===== config.mk =====
export PLATFORM = sky130hd
export DESIGN_NAME = dac_sample_scheduler_flat
export DESIGN_NICKNAME = d
export VERILOG_FILES = /design/src/rtl/dac_sample_scheduler_if.sv /design/src/rtl/dac_sample_scheduler.sv /design/src/flat_wrapper.sv
export SDC_FILE = /design/constraint.sdc
export NUM_CORES = 1
export LEC_CHECK = 0
export ABC_AREA = 1
export ABC_CLOCK_PERIOD_IN_PS = 9700
export BUFFER_PORTS_ARGS = -buffer_cell sky130_fd_sc_hd__buf_2
export CAP_MARGIN = 20
export CORE_AREA = 8 8 302 216
export CTS_BUF_LIST = sky130_fd_sc_hd__clkbuf_8
export CTS_CLUSTER_DIAMETER = 120
export DETAILED_ROUTE_END_ITERATION = 8
export DIE_AREA = 0 0 310 224
export GPL_TIMING_DRIVEN = 0
export HOLD_SLACK_MARGIN = 0.05
export PLACE_DENSITY = 0.5
export SYNTH_ARGS = -nofsm -noshare
export SYNTH_HDL_FRONTEND = slang
export SYNTH_SLANG_ARGS = --single-unit

===== constraint.sdc =====
create_clock -name clk -period 9.7 [get_ports clk]
set_input_delay 0.97 -clock clk [delete_from_list [all_inputs] [get_ports clk]]
set_output_delay 0.97 -clock clk [all_outputs]
set_load 0.01 [all_outputs]

===== src/rtl/dac_sample_scheduler_if.sv =====
// Sample-pair stream from the DSP source into dac_sample_scheduler.
// master = source side, slave = scheduler side.
interface dac_sample_scheduler_if #(
  parameter int DATA_WIDTH = 14
);
  logic                  sValid;
  logic                  sReady;
  logic [DATA_WIDTH-1:0] sDataA;
  logic [DATA_WIDTH-1:0] sDataB;

  modport master (output sValid, sDataA, sDataB, input sReady);
  modport slave  (input sValid, sDataA, sDataB, output sReady);
endinterface


===== src/rtl/dac_sample_scheduler.sv =====
// Buffers {A,B} sample pairs and paces them to the AD56x3 driver, one ce strobe every periodEff clocks.
// Optional macro DAC_SCHED_STATS_EN adds a saturating underrunCnt output.
//
// state    | meaning
// ST_IDLE  | outputs at IDLE_CODE, no strobes, FIFO still fills
// ST_PRIME | waiting for PRIME_LEVEL pairs, outputs hold, no strobes
// ST_RUN   | strobing every periodEff clocks, pop per tick
module dac_sample_scheduler #(
  parameter int                    DATA_WIDTH   = 14,
  parameter int                    FIFO_DEPTH   = 16,
  parameter int                    PERIOD_WIDTH = 16,
  parameter int                    MIN_PERIOD   = 120,
  parameter int                    PRIME_LEVEL  = 8,
  parameter int                    UNDERRUN_MAX = 4,
  parameter logic [DATA_WIDTH-1:0] IDLE_CODE    = '0,
  localparam int                   AW           = $clog2(FIFO_DEPTH),
  localparam int                   LVL_W        = $clog2(FIFO_DEPTH) + 1
) (
  input  logic                    clk,
  input  logic                    reset,
  input  logic                    enable,
  input  logic [PERIOD_WIDTH-1:0] period,
  dac_sample_scheduler_if.slave   s_if,
  output logic                    dacCe,
  output logic [DATA_WIDTH-1:0]   dacDataA,
  output logic [DATA_WIDTH-1:0]   dacDataB,
  output logic                    underrun,
  output logic                    running,
  output logic [LVL_W-1:0]        fifoLevel
`ifdef DAC_SCHED_STATS_EN
  ,
  output logic [15:0]             underrunCnt
`endif
);

  localparam int                    UC_W  = $clog2(UNDERRUN_MAX + 1);
  localparam logic [PERIOD_WIDTH-1:0] MIN_P = PERIOD_WIDTH'(MIN_PERIOD);

  typedef enum logic [1:0] {
    ST_IDLE,
    ST_PRIME,
    ST_RUN
  } state_t;

  state_t                  state_q, state_d;
  logic [AW-1:0]           wr_ptr_q, wr_ptr_d;
  logic [AW-1:0]           rd_ptr_q, rd_ptr_d;
  logic [LVL_W-1:0]        level_q, level_d;
  logic                    sready_q, sready_d;
  logic [2*DATA_WIDTH-1:0] mem_q [FIFO_DEPTH];
  logic [PERIOD_WIDTH-1:0] tick_cnt_q, tick_cnt_d;
  logic [PERIOD_WIDTH-1:0] period_eff;
  logic [UC_W-1:0]         urun_cnt_q, urun_cnt_d;
  logic                    ce_q, ce_d;
  logic                    urun_q, urun_d;
  logic [DATA_WIDTH-1:0]   data_a_q, data_a_d;
  logic [DATA_WIDTH-1:0]   data_b_q, data_b_d;
  logic                    push, pop, tick, fifo_empty;

  always_comb begin
    period_eff = (period < MIN_P) ? MIN_P : period;
    fifo_empty = (level_q == '0);
    tick       = (state_q == ST_RUN) && (tick_cnt_q == '0);
    push       = s_if.sValid && sready_q;
    // The stop tick strobes IDLE_CODE and must leave the FIFO untouched.
    pop        = tick && enable && !fifo_empty;

    state_d    = state_q;
    tick_cnt_d = tick_cnt_q;
    urun_cnt_d = urun_cnt_q;
    ce_d       = 1'b0;
    urun_d     = 1'b0;
    data_a_d   = data_a_q;
    data_b_d   = data_b_q;
    wr_ptr_d   = push ? wr_ptr_q + AW'(1) : wr_ptr_q;
    rd_ptr_d   = pop  ? rd_ptr_q + AW'(1) : rd_ptr_q;

    case ({push, pop})
      2'b10:   level_d = level_q + LVL_W'(1);
      2'b01:   level_d = level_q - LVL_W'(1);
      default: level_d = level_q;
    endcase

    case (state_q)
      ST_IDLE: begin
        if (enable) state_d = ST_PRIME;
      end
      ST_PRIME: begin
        // Looking at level_d lets the first strobe follow the priming push by one clock.
        if (!enable) begin
          state_d = ST_IDLE;
        end else if (level_d >= LVL_W'(PRIME_LEVEL)) begin
          state_d    = ST_RUN;
          tick_cnt_d = '0;
        end
      end
      ST_RUN: begin
        if (tick) begin
          ce_d       = 1'b1;
          tick_cnt_d = period_eff - PERIOD_WIDTH'(1);
          if (!enable) begin
            state_d    = ST_IDLE;
            urun_cnt_d = '0;
          end else if (!fifo_empty) begin
            {data_a_d, data_b_d} = mem_q[rd_ptr_q];
            urun_cnt_d           = '0;
          end else begin
            urun_d = 1'b1;
            if (urun_cnt_q == UC_W'(UNDERRUN_MAX - 1)) begin
              state_d    = ST_PRIME;
              urun_cnt_d = '0;
            end else begin
              urun_cnt_d = urun_cnt_q + UC_W'(1);
            end
          end
        end else begin
          tick_cnt_d = tick_cnt_q - PERIOD_WIDTH'(1);
        end
      end
      default: state_d = ST_IDLE;
    endcase

    if (state_d == ST_IDLE) begin
      data_a_d = IDLE_CODE;
      data_b_d = IDLE_CODE;
    end

    sready_d = (level_d != LVL_W'(FIFO_DEPTH));
  end

  always_ff @(posedge clk or posedge reset) begin
    if (reset) begin
      state_q    <= ST_IDLE;
      wr_ptr_q   <= '0;
      rd_ptr_q   <= '0;
      level_q    <= '0;
      sready_q   <= 1'b1;
      tick_cnt_q <= '0;
      urun_cnt_q <= '0;
      ce_q       <= 1'b0;
      urun_q     <= 1'b0;
      data_a_q   <= IDLE_CODE;
      data_b_q   <= IDLE_CODE;
    end else begin
      state_q    <= state_d;
      wr_ptr_q   <= wr_ptr_d;
      rd_ptr_q   <= rd_ptr_d;
      level_q    <= level_d;
      sready_q   <= sready_d;
      tick_cnt_q <= tick_cnt_d;
      urun_cnt_q <= urun_cnt_d;
      ce_q       <= ce_d;
      urun_q     <= urun_d;
      data_a_q   <= data_a_d;
      data_b_q   <= data_b_d;
    end
  end

  // Storage needs no reset; the pointers alone define what is valid.
  always_ff @(posedge clk) begin
    if (push) mem_q[wr_ptr_q] <= {s_if.sDataA, s_if.sDataB};
  end

  assign s_if.sReady = sready_q;
  assign dacCe       = ce_q;
  assign dacDataA    = data_a_q;
  assign dacDataB    = data_b_q;
  assign underrun    = urun_q;
  assign running     = (state_q == ST_RUN);
  assign fifoLevel   = level_q;

`ifdef DAC_SCHED_STATS_EN
  logic [15:0] urun_total_q, urun_total_d;

  always_comb begin
    urun_total_d = urun_total_q;
    if (urun_d && (urun_total_q != 16'hFFFF)) urun_total_d = urun_total_q + 16'd1;
  end

  always_ff @(posedge clk or posedge reset) begin
    if (reset) urun_total_q <= '0;
    else       urun_total_q <= urun_total_d;
  end

  assign underrunCnt = urun_total_q;
`else
  // No underrun total is kept in this build.
`endif

endmodule


===== src/flat_wrapper.sv =====
// flat-port wrapper written by rule: the top's interface ports become plain ports
module dac_sample_scheduler_flat 
#(
  parameter int                    DATA_WIDTH   = 14,
  parameter int                    FIFO_DEPTH   = 16,
  parameter int                    PERIOD_WIDTH = 16,
  parameter int                    MIN_PERIOD   = 120,
  parameter int                    PRIME_LEVEL  = 8,
  parameter int                    UNDERRUN_MAX = 4,
  parameter logic [DATA_WIDTH-1:0] IDLE_CODE    = '0,
  localparam int                   AW           = $clog2(FIFO_DEPTH),
  localparam int                   LVL_W        = $clog2(FIFO_DEPTH) + 1
)
  (clk, reset, enable, period, dacCe, dacDataA, dacDataB, underrun, running, fifoLevel, s_if_sValid, s_if_sDataA, s_if_sDataB, s_if_sReady);
  dac_sample_scheduler_if #(.DATA_WIDTH(DATA_WIDTH)) s_if_i ();
  input  logic clk;
  input  logic reset;
  input  logic enable;
  input  logic [PERIOD_WIDTH-1:0] period;
  output logic dacCe;
  output logic [DATA_WIDTH-1:0] dacDataA;
  output logic [DATA_WIDTH-1:0] dacDataB;
  output logic underrun;
  output logic running;
  output logic [LVL_W-1:0] fifoLevel;
  input wire logic [$bits(s_if_i.sValid)-1:0] s_if_sValid;
  input wire logic [$bits(s_if_i.sDataA)-1:0] s_if_sDataA;
  input wire logic [$bits(s_if_i.sDataB)-1:0] s_if_sDataB;
  output wire logic [$bits(s_if_i.sReady)-1:0] s_if_sReady;
  assign s_if_i.sValid = s_if_sValid;
  assign s_if_i.sDataA = s_if_sDataA;
  assign s_if_i.sDataB = s_if_sDataB;
  assign s_if_sReady = s_if_i.sReady;
  dac_sample_scheduler #(.DATA_WIDTH(DATA_WIDTH), .FIFO_DEPTH(FIFO_DEPTH), .PERIOD_WIDTH(PERIOD_WIDTH), .MIN_PERIOD(MIN_PERIOD), .PRIME_LEVEL(PRIME_LEVEL), .UNDERRUN_MAX(UNDERRUN_MAX), .IDLE_CODE(IDLE_CODE)) u_core (.clk(clk), .reset(reset), .enable(enable), .period(period), .s_if(s_if_i), .dacCe(dacCe), .dacDataA(dacDataA), .dacDataB(dacDataB), .underrun(underrun), .running(running), .fifoLevel(fifoLevel));
endmodule

; After elaboration in Yosys (flattened, before gate mapping)
; Memories as Yosys holds them, arrays and structs flattened.
; Cells that the tools add are included.
[totals]
regBits = 65
ram_bits = 448
inputBits = 48
word_cells = 81
mem_count = 1
[memory_table]
columns = name, depth, word_bits, read_ports, rd_ports_with_merged_regs, wr, line
row1 = u_core.mem_q, 16, 28, 1, 0, 1, dac_sample_scheduler.sv:50  ; logic [2*DATA_WIDTH-1:0] mem_q [FIFO_DEPTH];
[op_classes]
addsub = 7
magnitude_cmp = 2
n_eq_ne = 9
mux = 35
reduce_logical = 16
[op_table]
columns = cell, count
row1 = $mux W14, 10
row2 = $mux W16, 4
row3 = $pmux W16 S2, 1
row4 = $sub A16 B1 Y16 const B, 2
row5 = $logic_not A16 Y1, 1
row6 = $lt A16 B7 Y1 const B, 1
row7 = $mux W2, 7
row8 = $pmux W5 S2, 1
row9 = $mux W3, 3
row10 = $add A4 B1 Y4 const B, 2
row11 = $mux W1, 8
row12 = $reduce_bool A2 Y1, 4
row13 = $pmux W2 S3, 1
row14 = $add A5 B1 Y5 const B, 1
row15 = $ge A5 B4 Y1 const B, 1
row16 = $logic_not A5 Y1, 1
row17 = $ne A5 B5 Y1 const B, 1
row18 = $sub A5 B1 Y5 const B, 1
row19 = $eq A2 B1 Y1 const B, 2
row20 = $eq A2 B2 Y1 const B, 2
row21 = $logic_and A1 B1 Y1, 4
row22 = $logic_not A2 Y1, 2
row23 = $ne A2 B2 Y1 const B, 2
row24 = $reduce_and A4 Y1, 1
row25 = 6 further kinds, 6

; Depth between registers and ports, before layout
; Gate-level depths: netlist (run 1).
[logic_depth]
ltp_word = 13
ltp_mapped = 23
depth_no_buf = 22

; Worst setup path after synthesis (run 1)
; Ideal clock, no wire load.
[synth_timing]
kind = input -> register
from = input s_if_sValid
to = memory u_core.mem_q[11][0] (netlist name) (enable)
arrival_time_ns = 3.163
required_ns = 9.252
setup_slack_ns = 6.089
path_stages = 2
path_buffers = 0
path_cell_list = nand2_1 > nor3_1
[synth_between]
elab_chain_cells = 3
[synth_rtl]
columns = element, line
row1 = start: declaration, flat_wrapper.sv:26  ; input wire logic [$bits(s_if_i.sValid)-1:0] s_if_sValid;
row2 = $logic_and A1 B1 Y1, dac_sample_scheduler.sv:64  ; push = s_if.sValid && sready_q;
row3 = $mux W1, dac_sample_scheduler.sv:161  ; if (push) mem_q[wr_ptr_q] <= {s_if.sDataA, s_if.sDataB};
row4 = $mux W1 (implied by the code), dac_sample_scheduler.sv:161
row5 = end: declaration, dac_sample_scheduler.sv:50
; Every way passes these cells.

; Worst setup path after layout (run 1)
[layout_timing]
from = register u_core.tick_cnt_q[7]
to = register u_core.data_a_q[10], in the netlist u_core.dacDataA[10]
[layout_between]
elab_chain_cells = 13
word_cells_on_any_way = 19
[layout_rtl]
columns = element, line
row1 = start: declaration, dac_sample_scheduler.sv:51  ; logic [PERIOD_WIDTH-1:0] tick_cnt_q, tick_cnt_d;
row2 = start signal: assignment, dac_sample_scheduler.sv:150  ; tick_cnt_q <= tick_cnt_d;
row3 = $logic_not A16 Y1 (*), dac_sample_scheduler.sv:63  ; tick = (state_q == ST_RUN) && (tick_cnt_q == '0);
row4 = $logic_and A1 B1 Y1 (*), dac_sample_scheduler.sv:63
row5 = $logic_and A1 B1 Y1 (2 in a row), dac_sample_scheduler.sv:66  ; pop = tick && enable && !fifo_empty;
row6 = $eq A2 B1 Y1 or $eq A2 B2 Y1 (tied branches), dac_sample_scheduler.sv:78  ; case ({push, pop})
row7 = $pmux W5 S2, dac_sample_scheduler.sv:78
row8 = $ge A5 B4 Y1, dac_sample_scheduler.sv:92  ; end else if (level_d >= LVL_W'(PRIME_LEVEL)) begin
row9 = $mux W2, dac_sample_scheduler.sv:92
row10 = $mux W2, dac_sample_scheduler.sv:90  ; if (!enable) begin
row11 = $pmux W2 S3 (*), dac_sample_scheduler.sv:84  ; case (state_q)
row12 = named net u_core.state_d[1], dac_sample_scheduler.sv:45  ; state_t state_q, state_d;
row13 = $logic_not A2 Y1 (*), dac_sample_scheduler.sv:123  ; if (state_d == ST_IDLE) begin
row14 = $ne A2 B2 Y1 (no line) or $reduce_bool A2 Y1 (tied branches), -
row15 = $reduce_and A4 Y1 (no line), -
row16 = end signal: assignment, dac_sample_scheduler.sv:154  ; data_a_q <= data_a_d;
row17 = end: declaration, dac_sample_scheduler.sv:56  ; logic [DATA_WIDTH-1:0] data_a_q, data_a_d;
; Mark *: on every way through the listed nets, which the timed path passes. The rest lies on a longest branch.
; A chain may end at the register's enable or synchronous reset.

==> impl_results.md, run 1 <==
- Net Sw Power: 2590 uW
- GR peak layer: met1
- Row count: 76
- Top-level port count: 85
- Setup crit end kind: flip-flop
- Largest family of logic cells by synthesized area: simple AND/OR/NAND/NOR gates
- Clock group share of total power: 26.0%
- Port Buffers: 84
- Synthesis Warnings: 0
- Register-to-register setup slack: 5.66 ns
- CTS tree: built
- Full die area: just under 70000 um2
- CP Cell Sequence: nor2_1 > nand2_1 > nor2_1 > nand3_1 > nor2_1 > inv_1 > nor2_1 > ha_1 > a21oi_1 > inv_1 > nand3_1 > nand2_1 > nand2_1 > nand2_1 > nand3_1 > nand2_1 > nand2_1 > nand2_2 > nand2_4 > nor2_8 > buf_6 > nor2_1
- Fin. max-slew vios: 0
- Slowest stage delay, CP: 0.58 ns
- Largest net degree at the start of global routing: 47
- Syn Area/Cell: ~12 um2
- Hpwl dp: between 40000 and 50000 um
- Final hold vios: 0
- Status: complete, no violations
- Place WS: around 5.6 ns
- Met1 Track Usage GR: 27.3%
- PostCTS Resize Cnt: 0
- Post-Route Setup TNS: 0 ns
- Gate power share: 33.2%
- Mux cell area share after synthesis: less than 1%
- Net Sw Frac: 38.5%
- Clock buffer count from CTS: 83
- Post-route ant nets: 0
- Fin worst setup slack: 5.66 ns
- Hold Crit Class: primary input to asynchronous set/reset pin
- Final weighted congestion in routability-driven placement: 0.850
- Die height: between 200 and 250 um
- DRC viols: 0
- CP Buf/Inv Count: 3
- CTS Buffer Depth: 3
- 1st-iter DRT viols: approximately 1400
- Worst-margin pin slew: around 1 ns
- Vias/cell: 5.18
- Mapped Cells: ~1700
- CP Data Required Time: 10.24 ns
- Worst IR Drop VDD: 0.107 mV
- Maxcap violations: 0
- RSZ-0062 raised after global routing: false
- Area grow syn2layout: 16.7%
- Mapped cell area: ~21000 um2
- CP arrival: roughly 4.6 ns
- Final period utilization: 41.6%
- Layout Nets: 1966
- Layout cell share with drive strength beyond 1: 12.6%
- Crit path top cell by count: nand2_1
- DRT Pass-1 Iters: 8
- WL final: 64800 um
- Worst Setup Start Kind: flip-flop
- PwrDens: 275 nW/um2
- Adder-Cell Fraction of Synth Area: 0.597%
- Postcts setup bufs: 0
- Worst-path maximum fanout: 10
- Complex-gate fraction of the synthesized area: 10.8%
- Slew HR: between 30% and 40%
- Initial antenna violation count: 1
- Max frequency: approximately 250 MHz
- Clk slew on worst S/H paths: 0.06 ns
- Clock skew: 0.0223 ns
- Core ar.: 60700 um2
- Post-Synth Simple-Gate Area: 12.3%
- Slowest CP cell: nor2_1
- Vias in the first global route: between 10000 and 15000
- Routed WL per cell: roughly 23 um
- Met3 Track Usage GR: 5.29%
- Post-CTS Hold Fix Bufs: 0
- Vias: 14500
- Post-synthesis sequential area ratio: 71.9%
- H-tree levels: 3
- Gr usage total: 18.5%
- GR Layer Usage met2: 26.4%
- WS Path Type: flip-flop to flip-flop
- First-pass GRT wire length: roughly 95000 um
- Root cell of the clock tree: clkbuf_8
- Later-pin clock latency in the skew report: 0.68 ns
- Sequential Power Share: 40.8%
- Die W: 310 um
- Minimum clock period after layout: 4.04 ns
- Int Power: 4130 uW
- Syn_nets: 1776
- Register bit total from synthesis: 513
- Leakage: 0.00911 uW
- Sink Count: 513
- CP delay by family, top: simple AND/OR/NAND/NOR gates
- GRT overflow: 0
- Final setup vio count: 0
- Post-Synth XOR/XNOR Area: 0.376%
- Starting Density: about a third
- Synth unique cells: 40
through the flow:
step	instance area (um2)	hold WS (ns)	power (uW)	util (%)	std cells
finish	24500	0.274	6720	40.3	2799
global route	24500	0.240	7110	40.3	2799
CTS	24500	0.245	6760	40.3	2798
detailed placement	22900	0.485	5010	37.8	2642
global placement	22400	0.473	4920	37.0	2621
floorplan	21000	0.460	4090	-	1718
cells by family after synthesis:
family / Yosys count
mux: 19
buf+inv: 168
xor+xnor: 9
fa+ha+maj: 10
compound gates: 374
flops: 513
simple gates: 625
final timing paths:
kind,cells after the start,endpoint,startpoint
hold reg to reg,1,u_core.urun_cnt_q[1],u_core.urun_cnt_q[1]
max in group asynchronous,3,u_core.s_if.sReady,reset
min in group clk,1,u_core.urun_cnt_q[1],u_core.urun_cnt_q[1]
hold / removal,2,u_core.dacDataA[6],reset
setup / recovery,22,u_core.dacDataA[10],u_core.tick_cnt_q[7]
setup reg to reg,22,u_core.dacDataA[10],u_core.tick_cnt_q[7]
power by group through the flow:
stage	Clock, uW	Combinational [uW]	Sequential, uW
2_1_floorplan	0	1310	2770
3_3_place_gp	0	2120	2800
3_5_place_dp	0	2230	2780
4_1_cts	1790	2230	2740
5_1_grt	1880	2470	2760
6_report	1750	2230	2740
layout make-up:
class	instances	area, um2
clock buffers	90	1240
plain buffers	98	385
repair buffers	105	818
well taps	819	1020
diodes	1	2.50
fillers	5859	36200
flip-flops and latches	513	15100
inverters	70	265
multi-input cells	1037	5360
clock inverters	66	297
synth_stat cells (all sizes together):
master | instances | area share, %
a221oi | 19 | 0.79
mux2i | 19 | 0.91
clkinv | 1 | 0.018
and2 | 1 | 0.030
buf | 21 | 0.46
ha | 10 | 0.60
nor3 | 11 | 0.26
inv | 69 | 1.2
nand4 | 12 | 0.36
a22oi | 65 | 2.3
dfstp | 1 | 0.13
dfrtp | 64 | 7.6
nor2 | 95 | 1.9
o221ai | 1 | 0.042
or2 | 7 | 0.21
o21bai | 1 | 0.036
nand3 | 86 | 2.1
o21ai | 43 | 1.0
o211ai | 2 | 0.072
clkbuf | 77 | 1.4
nor4 | 1 | 0.030
a31oi | 40 | 1.2
a21oi | 175 | 4.2
xor2 | 8 | 0.33
nand2 | 410 | 7.4
a32o | 9 | 0.43
a211oi | 8 | 0.29
nand3b | 2 | 0.072
a32oi | 8 | 0.33
edfxtp | 448 | 64
xnor2 | 1 | 0.042
o22ai | 3 | 0.089
layer usage:
layer | wire length [um] | part of all wire [%]
met5 | 0 | 0
met4 | 1440 | 2.2
met3 | 5880 | 9.1
met2 | 27300 | 42
met1 | 30200 | 47
flip-flops by register name (all words and copies together) (netlist names):
name	flops
u_core.state_q	2
u_core.rd_ptr_q	4
u_core.urun_cnt_q	3
u_core.dacDataB	14
u_core.dacCe	1
u_core.dacDataA	14
u_core.wr_ptr_q	4
u_core.underrun	1
u_core.tick_cnt_q	16
u_core.fifoLevel	5
u_core.mem_q	448
u_core.s_if.sReady	1
cell usage in the layout, fill, tap and decap left out, types with 3 or more instances in the layout:
cell type and count:
a211oi_1 8, a21oi_1 175, a221oi_1 19, a22oi_1 65, a31oi_1 40, a32o_1 9
a32oi_1 8, buf_1 17, buf_12 11, buf_16 4, buf_2 86, buf_6 8
clkbuf_1 77, clkbuf_8 90, clkinv_1 12, clkinv_2 6, clkinvlp_4 3, dfrtp_1 64
edfxtp_1 448, ha_1 10, inv_1 106, inv_2 4, mux2i_1 19, nand2_1 405
nand2_2 4, nand3_1 86, nand4_1 12, nor2_1 77, nor2_4 17, nor3_1 9
o21ai_0 43, o22ai_1 3, or2_2 6, xor2_1 8
(Power assumes the default switching activity.)
==> run 2, diff against run 1 <==
--- a/config.mk
+++ b/config.mk
@@ -5,15 +5,15 @@
 export SDC_FILE = /design/constraint.sdc
 export NUM_CORES = 1
 export LEC_CHECK = 0
-export ABC_AREA = 1
-export ABC_CLOCK_PERIOD_IN_PS = 9700
+export ABC_AREA = 0
+export ABC_CLOCK_PERIOD_IN_PS = 4160
 export BUFFER_PORTS_ARGS = -buffer_cell sky130_fd_sc_hd__buf_2
 export CAP_MARGIN = 20
-export CORE_AREA = 8 8 302 216
+export CORE_AREA = 8 8 300 215
 export CTS_BUF_LIST = sky130_fd_sc_hd__clkbuf_8
 export CTS_CLUSTER_DIAMETER = 120
 export DETAILED_ROUTE_END_ITERATION = 8
-export DIE_AREA = 0 0 310 224
+export DIE_AREA = 0 0 308 223
 export GPL_TIMING_DRIVEN = 0
 export HOLD_SLACK_MARGIN = 0.05
 export PLACE_DENSITY = 0.5
==> constraint.sdc (replaced) <==
create_clock -name clk -period 4.16 [get_ports clk]
set_input_delay 0.416 -clock clk [delete_from_list [all_inputs] [get_ports clk]]
set_output_delay 0.416 -clock clk [all_outputs]
set_load 0.01 [all_outputs]
==> run 2 against run 1 <==
Effect of this change:
- power increased by 110%
- hold slack worse by 0.15 ns
- global-route usage decreased by 2.6 points
- largest cell class unchanged
- largest power group unchanged
- combinational power is 62% higher
- fmax increased by 7.2%
- design area fell by 0.56%
- sequential share of layout area grew 0.35 points
- register-to-register slack got worse by 5.3 ns
- critical path depth decreased by 9
- critical path type unchanged
==> impl_results.md, run 2 <==
- Status: complete, no violations
- Final setup vio count: 0
- Top post-synthesis cells by area: edfxtp_1 (65%), mux4_2 (15%), dfrtp_1 (7.7%), nand2_1 (1.8%), a21oi_1 (1.0%)
- 1st-iter DRT viols: 1048
- H-tree levels: 3
- Most common cell after layout, fill and taps aside: edfxtp_1
- DRT Pass-1 Iters: 5
- Most common library cells after synthesis: edfxtp_1 (448), mux4_2 (140), nand2_1 (100)
- WL final: 54600 um
- Most flops, register: u_core.mem_q
- Worst Setup Start Kind: flip-flop
- Vias: between 10000 and 15000
- Clock skew: roughly 0.027 ns
- Leakage: 0.00804 uW
- Most common cell in the netlist: edfxtp_1
- Core ar.: 60300 um2
- Area grow syn2layout: 17.6%
- Non-filler instance count after layout: between 2000 and 2500
- Sink Count: between 500 and 600
- Synth unique cells: 68
- Hpwl dp: approximately 35000 um
- Top-level port count: 85
- CTS Buffer Depth: 3
- Root cell of the clock tree: clkbuf_8
- Vias in the first global route: 11400
- Slew HR: 22.6%
- CP Data Required Time: 4.65 ns
- Full die area: 68700 um2
- Worst IR Drop VDD: 0.218 mV
- Clock buffer count from CTS: 83
- Syn_nets: 1136
- CP arrival: 4.26 ns
- WS Path Type: flip-flop to flip-flop
- DRC viols: 0
- Largest net degree at the start of global routing: 52
- Top sig layer: met5
- Post-synthesis sequential area ratio: 72.9%
- Inst Count DP: 2016
- Worst-margin pin slew: 1.16 ns
- Die height: 223 um
- RSZ-0062 raised after global routing: false
- Met3 WL: 3290 um
- Initial antenna violation count: 3
- Met2 WL: about 24000 um
- Port Buffers: between 80 and 90
- Starting Density: 34.3%
- Die W: approximately 310 um
- EDFF count, synth: ~450
- Post-route design area: 24300 um2
- Mapped Cells: around 1100
- Most frequent cells in the layout: edfxtp_1 (448), mux4_2 (140), nand2_1 (100)
- Hold Crit Class: primary input to flip-flop
- Setup crit end kind: flip-flop
- M1 wire length: between 20000 and 30000 um
- First-pass GRT wire length: 80100 um
- Biggest regs: u_core.mem_q: 448 flops, u_core.tick_cnt_q: 16 flops
- Worst-path maximum fanout: 10
- Minimum clock period after layout: 3.77 ns
- Fin. max-slew vios: 0
- Syn Area/Cell: 19.2 um2
- Post-route ant nets: 0
- Max frequency: 266 MHz
- Layout cell share with drive strength beyond 1: a little under a third
- Synthesis Warnings: 0
- Later-pin clock latency in the skew report: 0.66 ns
- CTS tree: built
- Synth area leader: edfxtp_1
- Postcts setup bufs: 0
- Overall power: 14000 uW
- Layout Nets: 1345
- Vias/cell: 5.14
- Post-DP Area: 22800 um2
- Row count: 76
- Mapped cell area: between 20000 and 25000 um2
- Final weighted congestion in routability-driven placement: 0.820
- Ys async rst share: 12.7%
- PwrDens: 576 nW/um2
- Clk slew on worst S/H paths: around 0.060 ns
- Final hold vios: 0
- Max FFs per register: between 400 and 500
- Gr usage total: 15.9%
- Post-synth top area share: roughly 65%
- Routed WL per cell: between 20 and 30 um
- GRT overflow: 0
- Register bit total from synthesis: 513
- Main synth FF type: edfxtp_1
- Maxcap violations: 0
- Final period utilization: 90.5%
run 2: changes by cell type after synthesis, sizes merged, moves of 54 or more:
cell   delta
nand3    -77
a21oi   -130
inv      -54
mux4    +140
a22oi    -65
nand2   -309
run 2: layout make-up:
cell class	instances	area, um2
clock buffers	88	1210
repair buffers	124	1030
multi-input cells	497	5450
inverters	15	58.8
fillers	5488	36000
clock inverters	63	267
well taps	819	1020
flip-flops and latches	513	15100
diodes	1	2.50
plain buffers	53	213
run 2: cells by family after synthesis:
kind of cell | after synthesis | synth area share, %
flops | 513 | 72.9
simple gates | 219 | 5.49
mux | 149 | 15.7
compound gates | 106 | 3.45
buf+inv | 68 | 1.30
xor+xnor | 13 | 0.550
fa+ha+maj | 10 | 0.605
run 2: final timing paths:
check | slack, ns | start | endpoint | depth (start not counted)
setup / recovery | 0.39 | u_core.fifoLevel[0] | u_core.tick_cnt_q[8] | 13
hold / removal | 0.12 | period[0] | u_core.tick_cnt_q[0] | 4
setup reg to reg | 0.39 | u_core.fifoLevel[0] | u_core.tick_cnt_q[8] | 13
hold reg to reg | 0.48 | u_core.urun_cnt_q[1] | u_core.urun_cnt_q[1] | 2
max in group asynchronous | 3.29 | reset | u_core.dacDataA[3] | 4
min in group asynchronous | 0.25 | reset | u_core.tick_cnt_q[0] | 3
run 2: through the flow:
step	TNS, ns	hold WS, ns	worst slack [ns]	util (%)
after global placement	-457.26	0.459	-2.51	36.7
after CTS	0	0.0526	0.256	40.3
after detailed placement	0	0.377	0.258	37.8
final	0	0.123	0.394	40.4
after global routing	0	0.0789	0.129	40.4
after floorplan	0	0.443	0.674	-
run 2: worst max-delay path: stages (launching register included):
cell	delay (ns)
dfrtp_1	0.44
or4_1	0.63
o211a_1	0.27
nand2_1	0.13
inv_1	0.09
ha_1	0.35
a21o_1	0.20
a21oi_1	0.14
nand2_1	0.07
a311oi_1	0.30
xnor2_1	0.21
a21oi_2	0.37
buf_4	0.29
o22ai_1	0.11
run 2: timing repair:
item / CTS / global route
endpoints found under the setup margin: 0 / 1
hold endpoints to repair: 67 / 0
hold buffers: 3 / 0
resized for setup: 0 / 1
run 2: layer usage:
metal | global-route usage (%) | up-vias
met2 | 23.0 | 340
met1 | 24.0 | 5943
met3 | 3.89 | 62
li1 | - | 4811
met4 | 3.41 | 4
met5 | 0 | -
run 2: where the power goes:
group          switching [uW]  leakage (uW)  internal (uW)
Combinational            2070       0.00224           1550
Clock                    2010      0.000890           1960
Sequential                239       0.00491           6180
==> run 3, diff against run 2 <==
==> constraint.sdc (replaced) <==
create_clock -name clk -period 4.16 [get_ports clk]
set_input_delay 0.624 -clock clk [delete_from_list [all_inputs] [get_ports clk]]
set_output_delay 0.624 -clock clk [all_outputs]
set_load 0.01 [all_outputs]
==> run 3 against run 2 <==
Effect of this change:
- hold slack gained 0.14 ns
- sequential share of layout area grew 0.051 points
- first-iteration DRC count shrank 7.0%
- design area is essentially flat
- wire length shrank 0.26%
- power is essentially flat
- sequential power is essentially flat
- die area is the same
- combinational power is essentially flat
- fmax shrank 0.13%
- global-route usage is essentially flat
==> impl_results.md, run 3 (synthesized netlist as in run 2, its figures left out) <==
- Starting Density: 34.3%
- Post-DP Area: 22800 um2
- Initial antenna violation count: 3
- Inst Count DP: between 2000 and 2500
- WL final: 54500 um
- Max frequency: ~270 MHz
- Hold Crit Class: primary input to flip-flop
- Biggest regs: u_core.mem_q: 448 flops, u_core.tick_cnt_q: 16 flops
- Largest net degree at the start of global routing: 52
- Leakage: 0.00804 uW
- PwrDens: 575 nW/um2
- Row count: 76
- Fin. max-slew vios: 0
- Gr usage total: 15.9%
- 1st-iter DRT viols: between 900 and 1000
- Int Power: 9690 uW
- Register-to-register setup slack: 0.39 ns
- Maxcap violations: 0
- Setup crit end kind: flip-flop
- Area grow syn2layout: 17.5%
- CP arrival: 4.27 ns
- Minimum clock period after layout: 3.77 ns
- Top sig layer: met5
- Later-pin clock latency in the skew report: 0.66 ns
- Area occupied by multi-input gates: 5450 um2
- Vias in the first global route: between 10000 and 15000
- Layout Nets: 1343
- Post-route design area: 24300 um2
- Most common cell after layout, fill and taps aside: edfxtp_1
- Net Sw Frac: 30.7%
- Register-to-Register Path Depth: 13
- DRC viols: 0
- Slew HR: 24.5%
- Post-route ant nets: 0
- CP Data Required Time: 4.66 ns
- M1 wire length: roughly 26000 um
- Overall power: 14000 uW
- RSZ-0062 raised after global routing: false
- Hold Crit Depth: 3
- Worst hold start: period[15]
- Hpwl dp: 35100 um
- Post-Route Setup TNS: 0 ns
- Final period utilization: about nine tenths
- Sequential Power Share: 45.9%
- WS Path Type: flip-flop to flip-flop
- Net Sw Power: 4300 uW
- Routed WL per cell: 25.1 um
- H-tree levels: 3
- Worst r2r dst: u_core.tick_cnt_q[8]
- Vias: 11200
- Max FFs per register: 448
- Gate power share: around a quarter
- Root cell of the clock tree: clkbuf_8
- Final weighted congestion in routability-driven placement: 0.820
- Die W: a little over 300 um
- Worst IR Drop VDD: 0.217 mV
- GRT overflow: 0
- Worst-margin pin slew: 1.13 ns
- Core ar.: 60300 um2
- Place WS: 0.258 ns
- Met2 WL: 24200 um
- Sink Count: a little over 500
- Clock skew: 0.0274 ns
- Most flops, register: u_core.mem_q
- Clk slew on worst S/H paths: 0.06 ns
- Clock buffer count from CTS: 83
- Non-filler instance count after layout: 2171
- Final hold vios: 0
- Register Area: 15100 um2
- Fillers: 5490
- Fin worst setup slack: 0.390 ns
- Clock group share of total power: between 20% and 30%
- Top-level port count: between 80 and 90
- Worst R2R Start: u_core.fifoLevel[0]
- CTS Buffer Depth: 3
- Min-Delay Endpoint: u_core.tick_cnt_q[15]
- First-pass GRT wire length: 80100 um
- CTS tree: built
- Port Buffers: 84
- Layout cell share with drive strength beyond 1: 31.2%
- Worst Setup Start Kind: flip-flop
- Die height: 223 um
- Final setup vio count: 0
- Status: complete, no violations
- Worst-path maximum fanout: 10
- Worst setup path start: u_core.fifoLevel[0]
- DRT Pass-1 Iters: 5
- Met3 WL: 3620 um
- Vias/cell: 5.15
- Full die area: 68700 um2
- Most frequent cells in the layout: edfxtp_1 (448), mux4_2 (140), nand2_1 (100)
[run 3: power by group through the flow]
stage	sequential (uW)	combinational (uW)	clock (uW)
final	6420	3620	3960
after global routing	6470	3910	4300
after CTS	6420	3650	4090
after detailed placement	6520	3640	0
after global placement	6570	3360	0
after floorplan	6490	2320	0
[run 3: metal layers]
layer  vias up  global-route usage [%]
met1      5937                    24.0
met4         4                    3.41
met2       362                    23.0
li1       4806                       -
met5         -                       0
met3        62                    3.89
[run 3: area by class of cell]
class | instances | share of cell area (%)
diodes | 1 | 0.0103
plain buffers | 53 | 0.875
clock inverters | 63 | 1.10
inverters | 15 | 0.242
flip-flops and latches | 513 | 62.0
well taps | 819 | 4.21
clock buffers | 88 | 4.98
multi-input cells | 497 | 22.4
repair buffers | 122 | 4.14
[run 3: how the worst max path moves through the flow]
| stage | slack, ns | to | depth (start not counted) |
|---|---|---|---|
| floorplan | 0.60 | u_core.mem_q[3][0] | 4 |
| global placement | -2.70 | u_core.mem_q[0][17] | 5 |
| detailed placement | 0.26 | u_core.tick_cnt_q[8] | 13 |
| global route | 0.13 | u_core.tick_cnt_q[8] | 12 |
| CTS | 0.26 | u_core.tick_cnt_q[8] | 13 |
| finish | 0.39 | u_core.tick_cnt_q[8] | 13 |
[run 3: critical path, cell delays in order, from the launching register on]
cell and delay (ns):
dfrtp_1 0.44, or4_1 0.63, o211a_1 0.27, nand2_1 0.13, inv_1 0.09, ha_1 0.35
a21o_1 0.20, a21oi_1 0.14, nand2_1 0.07, a311oi_1 0.30, xnor2_1 0.21, a21oi_2 0.37
buf_4 0.29, o22ai_1 0.11
[run 3: metrics by stage]
stage	utilization [%]	hold slack [ns]
2_1_floorplan	-	0.443
3_3_place_gp	36.7	0.459
3_5_place_dp	37.8	0.460
4_1_cts	40.3	0.200
5_1_grt	40.3	0.221
6_report	40.3	0.261
[run 3: repair_timing]
action / CTS / global route
hold buffers: 1 / 0
buffers inserted: 0 / 0
endpoints found under the hold margin: 13 / 0
setup endpoints to repair: 0 / 1
gates resized for setup: 0 / 1
